File: config.mk
export PLATFORM = sky130hd
export DESIGN_NAME = axi_rd_burst_arbiter
export DESIGN_NICKNAME = d
export VERILOG_FILES = /design/src/rtl/axi_rd_burst_arbiter.sv
export SDC_FILE = /design/constraint.sdc
export NUM_CORES = 1
export LEC_CHECK = 0
export ABC_CLOCK_PERIOD_IN_PS = 2400
export BUFFER_PORTS_ARGS = -buffer_cell sky130_fd_sc_hd__buf_2
export CORE_MARGIN = 2
export CORE_UTILIZATION = 40
export DETAILED_ROUTE_END_ITERATION = 8
export PLACE_DENSITY = 0.79
export SLEW_MARGIN = 20
export SYNTH_ARGS = -nofsm -noshare
export SYNTH_HDL_FRONTEND = slang
export SYNTH_SLANG_ARGS = --single-unit
export TNS_END_PERCENT = 30
File: constraint.sdc
create_clock -name clk -period 2.4 [get_ports clk]
set_clock_uncertainty 0.05 [all_clocks]
set_input_delay 0.48 -clock clk [delete_from_list [all_inputs] [get_ports clk]]
set_output_delay 0.48 -clock clk [all_outputs]
set_load 0.01 [all_outputs]
File: src/rtl/axi_rd_burst_arbiter.sv
// Round-robin arbiter sharing a single AXI4 read address/data channel among NREQ
// burst requesters; one INCR burst in flight at a time, R beats steered to the grantee.
`timescale 1ns/1ps

module axi_rd_burst_arbiter #(
  parameter int NREQ   = 2,
  parameter int ADDR_W = 16,
  parameter int DATA_W = 32,
  parameter int LEN_W  = 8
) (
  input  logic                     clk,
  input  logic                     rst,
  input  logic [NREQ-1:0]          req_valid,
  output logic [NREQ-1:0]          req_ready,
  input  logic [NREQ*ADDR_W-1:0]   req_addr,
  input  logic [NREQ*LEN_W-1:0]    req_len,
  output logic [DATA_W-1:0]        rsp_data,
  output logic [NREQ-1:0]          rsp_valid,
  output logic                     rsp_last,
  input  logic [NREQ-1:0]          rsp_ready,
  output logic [ADDR_W-1:0]        s_axi_araddr,
  output logic [LEN_W-1:0]         s_axi_arlen,
  output logic [1:0]               s_axi_arburst,
  output logic [2:0]               s_axi_arsize,
  output logic                     s_axi_arvalid,
  input  logic                     s_axi_arready,
  input  logic [DATA_W-1:0]        s_axi_rdata,
  input  logic                     s_axi_rvalid,
  output logic                     s_axi_rready,
  output logic                     busy,
  output logic [$clog2(NREQ)-1:0]  grant_id
);

  localparam int GID_W = $clog2(NREQ);
  localparam logic [2:0] ARSIZE = 3'($clog2(DATA_W / 8));

  typedef enum logic [1:0] {
    IDLE = 2'd0,
    ADDR = 2'd1,
    DATA = 2'd2
  } state_t;

  state_t             state, state_nxt;
  logic [GID_W-1:0]   rr_ptr, rr_ptr_nxt;
  logic [GID_W-1:0]   grant_q, grant_nxt;
  logic [LEN_W-1:0]   beat_cnt, beat_cnt_nxt;
  logic [LEN_W-1:0]   arlen_q, arlen_nxt;
  logic [ADDR_W-1:0]  araddr_q, araddr_nxt;

  logic [2*NREQ-1:0]  req_dbl;
  logic [2*NREQ-1:0]  req_rot_full;
  logic [NREQ-1:0]    req_rot;
  logic               found;
  logic [GID_W-1:0]   winner;
  logic [GID_W:0]     win_sum;
  logic [GID_W-1:0]   grant_inc;
  logic               beat_fire;

  // Rotate the request vector so bit 0 is the rr_ptr requester, then take the
  // first set bit and map the offset back to an absolute requester index.
  always_comb begin
    req_dbl      = {req_valid, req_valid};
    req_rot_full = req_dbl >> rr_ptr;
    req_rot      = req_rot_full[NREQ-1:0];
    found        = 1'b0;
    winner       = '0;
    win_sum      = '0;
    for (int i = 0; i < NREQ; i++) begin
      if (!found && req_rot[i]) begin
        found   = 1'b1;
        win_sum = {1'b0, rr_ptr} + (GID_W+1)'(i);
        if (win_sum >= (GID_W+1)'(NREQ)) begin
          win_sum = win_sum - (GID_W+1)'(NREQ);
        end
        winner  = win_sum[GID_W-1:0];
      end
    end
  end

  always_comb begin
    if (grant_q == GID_W'(NREQ - 1)) begin
      grant_inc = '0;
    end else begin
      grant_inc = grant_q + GID_W'(1);
    end
  end

  assign beat_fire = (state == DATA) && s_axi_rvalid && rsp_ready[grant_q];

  always_ff @(posedge clk or negedge rst) begin
    if (!rst) begin
      state <= IDLE;
    end else begin
      state <= state_nxt;
    end
  end

  always_ff @(posedge clk or negedge rst) begin
    if (!rst) begin
      rr_ptr   <= '0;
      grant_q  <= '0;
      beat_cnt <= '0;
      arlen_q  <= '0;
      araddr_q <= '0;
    end else begin
      rr_ptr   <= rr_ptr_nxt;
      grant_q  <= grant_nxt;
      beat_cnt <= beat_cnt_nxt;
      arlen_q  <= arlen_nxt;
      araddr_q <= araddr_nxt;
    end
  end

  // beat_cnt counts down the remaining beats, so len=all-ones needs no extra bit.
  always_comb begin
    state_nxt    = state;
    rr_ptr_nxt   = rr_ptr;
    grant_nxt    = grant_q;
    beat_cnt_nxt = beat_cnt;
    arlen_nxt    = arlen_q;
    araddr_nxt   = araddr_q;
    req_ready    = '0;
    rsp_valid    = '0;
    s_axi_rready = 1'b0;
    rsp_data     = '0;
    rsp_last     = 1'b0;
    unique case (state)
      IDLE: begin
        if (found) begin
          req_ready[winner] = rst;
          grant_nxt         = winner;
          araddr_nxt        = req_addr[winner*ADDR_W +: ADDR_W];
          arlen_nxt         = req_len[winner*LEN_W +: LEN_W];
          state_nxt         = ADDR;
        end
      end
      ADDR: begin
        if (s_axi_arready) begin
          beat_cnt_nxt = arlen_q;
          state_nxt    = DATA;
        end
      end
      DATA: begin
        rsp_valid[grant_q] = s_axi_rvalid;
        s_axi_rready       = rsp_ready[grant_q];
        rsp_data           = s_axi_rdata;
        rsp_last           = (beat_cnt == '0);
        if (beat_fire) begin
          if (beat_cnt == '0) begin
            state_nxt  = IDLE;
            rr_ptr_nxt = grant_inc;
          end else begin
            beat_cnt_nxt = beat_cnt - LEN_W'(1);
          end
        end
      end
      default: begin
        state_nxt = IDLE;
      end
    endcase
  end

  assign s_axi_araddr  = araddr_q;
  assign s_axi_arlen   = arlen_q;
  assign s_axi_arburst = 2'b01;
  assign s_axi_arsize  = ARSIZE;
  assign s_axi_arvalid = (state == ADDR);
  assign busy          = (state != IDLE);
  assign grant_id      = grant_q;

endmodule

**Yosys cells after proc, flatten, opt, wreduce, memory -nomap -nowiden**

Cells that the tools add are included.

- Register bits: 36
- Input port bits: 88
- Output and inout bits: 70
- Logic and storage cells: 71

- Add/sub/neg operators: 5
- Magnitude comparators: 6
- Equal/unequal tests: 7
- Shifts and indexed selects: 3
- Multiplexer cells: 28
- Bitwise gates (word level): 2
- Reductions and logical operators: 14

Operators by type and width:

| operator | number |
|---|---|
| 32-bit two-way mux | 1 |
| 32-bit by 6-bit indexed part select with 16-bit output | 1 |
| 8-bit two-way mux | 3 |
| 8-bit case mux with 2 select lines | 1 |
| 16-bit by 5-bit indexed part select with 8-bit output | 1 |
| 2-bit two-way mux | 7 |
| 1-bit two-way mux | 13 |
| 8-bit logical NOT | 1 |
| 4-bit AND reduction | 2 |
| 8-bit by 1-bit subtractor with 8-bit output (second input constant) | 1 |
| 2-bit != test (second input constant) | 3 |
| 2-bit case mux with 3 select lines | 1 |
| 1-bit logical AND | 5 |
| 2-bit bitwise AND | 2 |
| 1-bit by 2-bit less-than comparator with 1-bit output (second input constant) | 2 |
| 2-bit by 1-bit != test with 1-bit output (second input constant) | 2 |
| 2-bit nonzero test | 2 |
| 4-bit by 1-bit >> shifter with 2-bit output | 1 |
| 3-bit AND reduction | 1 |
| 1-bit by 1-bit adder with 2-bit output (second input constant) | 1 |
| 1-bit demux with 1-bit select | 2 |
| 2-bit by 1-bit == test with 1-bit output (second input constant) | 1 |
| 2-bit == test (second input constant) | 1 |
| 1-bit greater-or-equal comparator (second input constant) | 2 |
| other kinds (7) | 8 |

**Longest topological paths before layout**

- Depth after elaboration: 12
- Mapped depth: 6
- Mapped depth without buffers: 6

**Worst setup path after synthesis**

Ideal clock, no wire load.

- Kind: flip-flop to output port
- From: register state[1]
- To: output port rsp_data[21]
- Data arrival time: 1.296 ns
- Required time: 1.870 ns
- Path slack: 0.574 ns
- Cell stages (with the launch flop): 5
- Path buffers: 2
- Path through: dfrtp_1 -> nor2b_1 -> buf_4 -> clkbuf_1 -> and2_1

- Word-level cells in the longest chain between the ends: 2

RTL lines:

| element | RTL line | text |
|---|---|---|
| start, declared | 43 | `state_t state, state_nxt;` |
| start signal, assigned | 94 | `state <= state_nxt;` |
| 2-bit == test | 127 | `unique case (state)` |
| 32-bit two-way mux | 127 |  |
| end, declared | 17 | `output logic [DATA_W-1:0] rsp_data,` |

No other way between the ends.

**Worst setup path after layout**

- From: register state[1]
- To: output port rsp_data[3]

The elaborated chain is that of the path after synthesis.

==> flow_summary_export.csv <==
group,metric,value,unit
cells_and_area,antenna_cells,0,
timing,clock.fmax,446,MHz
power,power.density,444,mW/mm^2
timing,setup_viol,0,
yosys,synthMuxAreaShare,0.124,
detailed_routing,antenna_left,0,
timing,slew_violations,0,
clock_tree,clockBufferDepth,2,
clock_tree,cts_buffers,5,
global_route,grt_max_degree,51,
global_route,globalRouteTotalUtil,0.186,
cells_and_area,layout-drive-gt1-share,0.443,
yosys,yosys.area_share.simple,0.237,
yosys,mappedNetlistArea,0.00218,mm^2
global_route,grt_overflow,0,
cells_and_area,final_cells,456,
clock_tree,clk_latency,290,ps
yosys,synth_compound_area_frac,0.149,
clock_tree,h-tree-depth,2,
clock_tree,post-cts-setup-buffer-count,0,
detailed_routing,drt_wl_total,5.73,mm
timing,rsz0062_at_grt,"false",
floorplan,die_area,0.00606,mm^2
detailed_routing,drc,0,
placed_design,place_congestion,0.822,
clock_tree,cts_tree,"yes",
worst_setup_path,path_max_fanout,32,
yosys,postSynthAreaPerCell,9.16,um^2
floorplan,ios,158,
floorplan,row_count,26,
floorplan,core-area,0.00517,mm^2
detailed_routing,first_pass_iters,4,
timing,hold_viol_final,0,
yosys,synth-seq-cells,36,
detailed_routing,wl_per_cell,12.6,um
global_route,grt_pass1_wl,9.03,mm
yosys,synth_xor_area_frac,0,
global_route,antenna_found_initial,0,
clock_tree,clk_pin_slew,70,ps
yosys,syn_inst,238,
placed_design,hpwl,4.48,mm
cells_and_area,final_cell_mix,"152 x buf_2, 36 x dfrtp_1, 34 x nor2_1",
timing,fin_setup_tns,0,ps
clock_tree,cts_root_buf,"clkbuf_8",
worst_setup_path,cp_data_arrival_time,1710,ps
yosys,async_reset_ff_frac,1.00,
detailed_routing,dr_total_vias,2202,
cells_and_area,syn_to_final_growth,41.2,%
timing,finalCriticalPeriod,2240,ps
run_status,outcome,"finished clean",
worst_setup_path,endpoint_kind,"primary output",
worst_setup_path,required,1870,ps
yosys,synth_top_family_by_area,"simple AND/OR/NAND/NOR gates",
clock_tree,clock_sinks,36,
timing,period_share,0.934,
yosys,yosys.area_share.adder,0.0115,
yosys,seq_area_frac_synth,0.413,
floorplan,start_util,0.422,
timing,relSlewSlack,0.621,
placed_design,io_buffer_count,152,
power,vdd_drop_max,400,uV
worst_setup_path,crit_path_start_kind,"flip-flop",
flow_run,maxCapViolations,0,
detailed_routing,drt_iter0_drc,59,
global_route,grt_pass1_vias,2053,
cells_and_area,final_common_cell,"buf_2",
yosys,synth_flop_cell,"dfrtp_1",
yosys,synth.yosys.warnings,0,
hold_path,hold_class,"input pin to flip-flop",
timing,worst_pin_slew,568,ps
yosys,ys_types,37,
worst_setup_path,path_class,"flip-flop to primary output",
detailed_routing,viasPerCell,4.83,
cells_and_area,nNetsFinal,476,
floorplan,fp.dieW,77.8,um
power,total_leakage_power,1.79,nW
yosys,synth-edff-count,0,
floorplan,die_y,77.8,um
placed_design,place_inst,448,
cells_and_area,nFillCells,443,
clock_tree,cts-resized-gates,0,
## Yosys cell counts (all sizes together), types with 3 or more instances
master | number | share of area
a21oi | 28 | 0.064
and2 | 33 | 0.095
buf | 11 | 0.034
clkbuf | 8 | 0.014
dfrtp | 36 | 0.41
inv | 8 | 0.014
mux2i | 26 | 0.12
nand2 | 6 | 0.010
nand3 | 3 | 0.0069
nand3b | 3 | 0.016
nor2 | 34 | 0.059
nor3 | 6 | 0.014
o21ai | 4 | 0.0092
o221ai | 3 | 0.012
o22ai | 3 | 0.0086
## timing repair
action                     CTS  global route
hold buffers                 1             0
hold endpoints to repair     3             0
setup endpoints to repair    0             0
## metal layers
layer / global-route usage / vias up / routed length, um
li1: - / 1102 / -
met1: 0.202 / 979 / 2190
met2: 0.337 / 111 / 2920
met3: 0.0558 / 10 / 502
met4: 0.0750 / 0 / 114
met5: 0 / - / 0
## sequential cells by signal, indices dropped and copies added (netlist names)
signal,cells
rr_ptr,1
state,2
grant_id,1
s_axi_arlen,8
s_axi_araddr,16
beat_cnt,8
## critical path, cell delays in order (launching register included)
cell     delay [ps]
dfrtp_1         450
nor2b_2         490
buf_12          220
and2_1          140
buf_2           120
## report_power, final
part           total (W)  internal (W)  switching [W]
registers       0.000650      0.000629      0.0000213
logic           0.000314      0.000157       0.000157
clock network   0.000403      0.000197       0.000206
total            0.00137      0.000983       0.000384
## cell type report
type | instances | area, um^2 | area share
clock inverters | 1 | 5.00 | 0.00163
clock buffers | 6 | 72.6 | 0.0236
repair buffers | 157 | 813 | 0.264
multi-input cells | 178 | 1170 | 0.380
inverters | 8 | 30.0 | 0.00975
well taps | 70 | 87.6 | 0.0284
flip-flops and latches | 36 | 901 | 0.293
## final timing paths
| kind | startpoint | endpoint | slack, ps | depth (start not counted) |
|---|---|---|---|---|
| max | state[1] | rsp_data[3] | 160 | 4 |
| min | s_axi_arready | state[0] | 420 | 3 |
| max reg2reg | beat_cnt[1] | beat_cnt[6] | 560 | 5 |
| min reg2reg | beat_cnt[0] | beat_cnt[0] | 470 | 1 |
| max in group asynchronous | rst | beat_cnt[5] | 1180 | 3 |
| min in group asynchronous | rst | s_axi_araddr[0] | 490 | 2 |
## per-stage QoR
| stage | util | total power, W | hold WS, ps | instance area (um^2) | setup slack (ps) |
|---|---|---|---|---|---|
| 6_report | 0.595 | 0.00137 | 417 | 3080 | 158 |
| 5_1_grt | 0.595 | 0.00144 | 447 | 3080 | 55.4 |
| 4_1_cts | 0.595 | 0.00138 | 415 | 3080 | 168 |
| 3_5_place_dp | 0.578 | 0.000977 | 257 | 2990 | 478 |
| 3_3_place_gp | 0.578 | 0.000966 | 255 | 2990 | 537 |
| 2_1_floorplan | - | 0.000841 | 134 | 2190 | 574 |
## logic make-up after synthesis
logic type / Yosys count
flops: 36
simple gates: 95
fa+ha+maj: 2
buf+inv: 27
compound gates: 49
mux: 27
other cells: 2
Note: power is estimated with default switching activity, not from simulation.
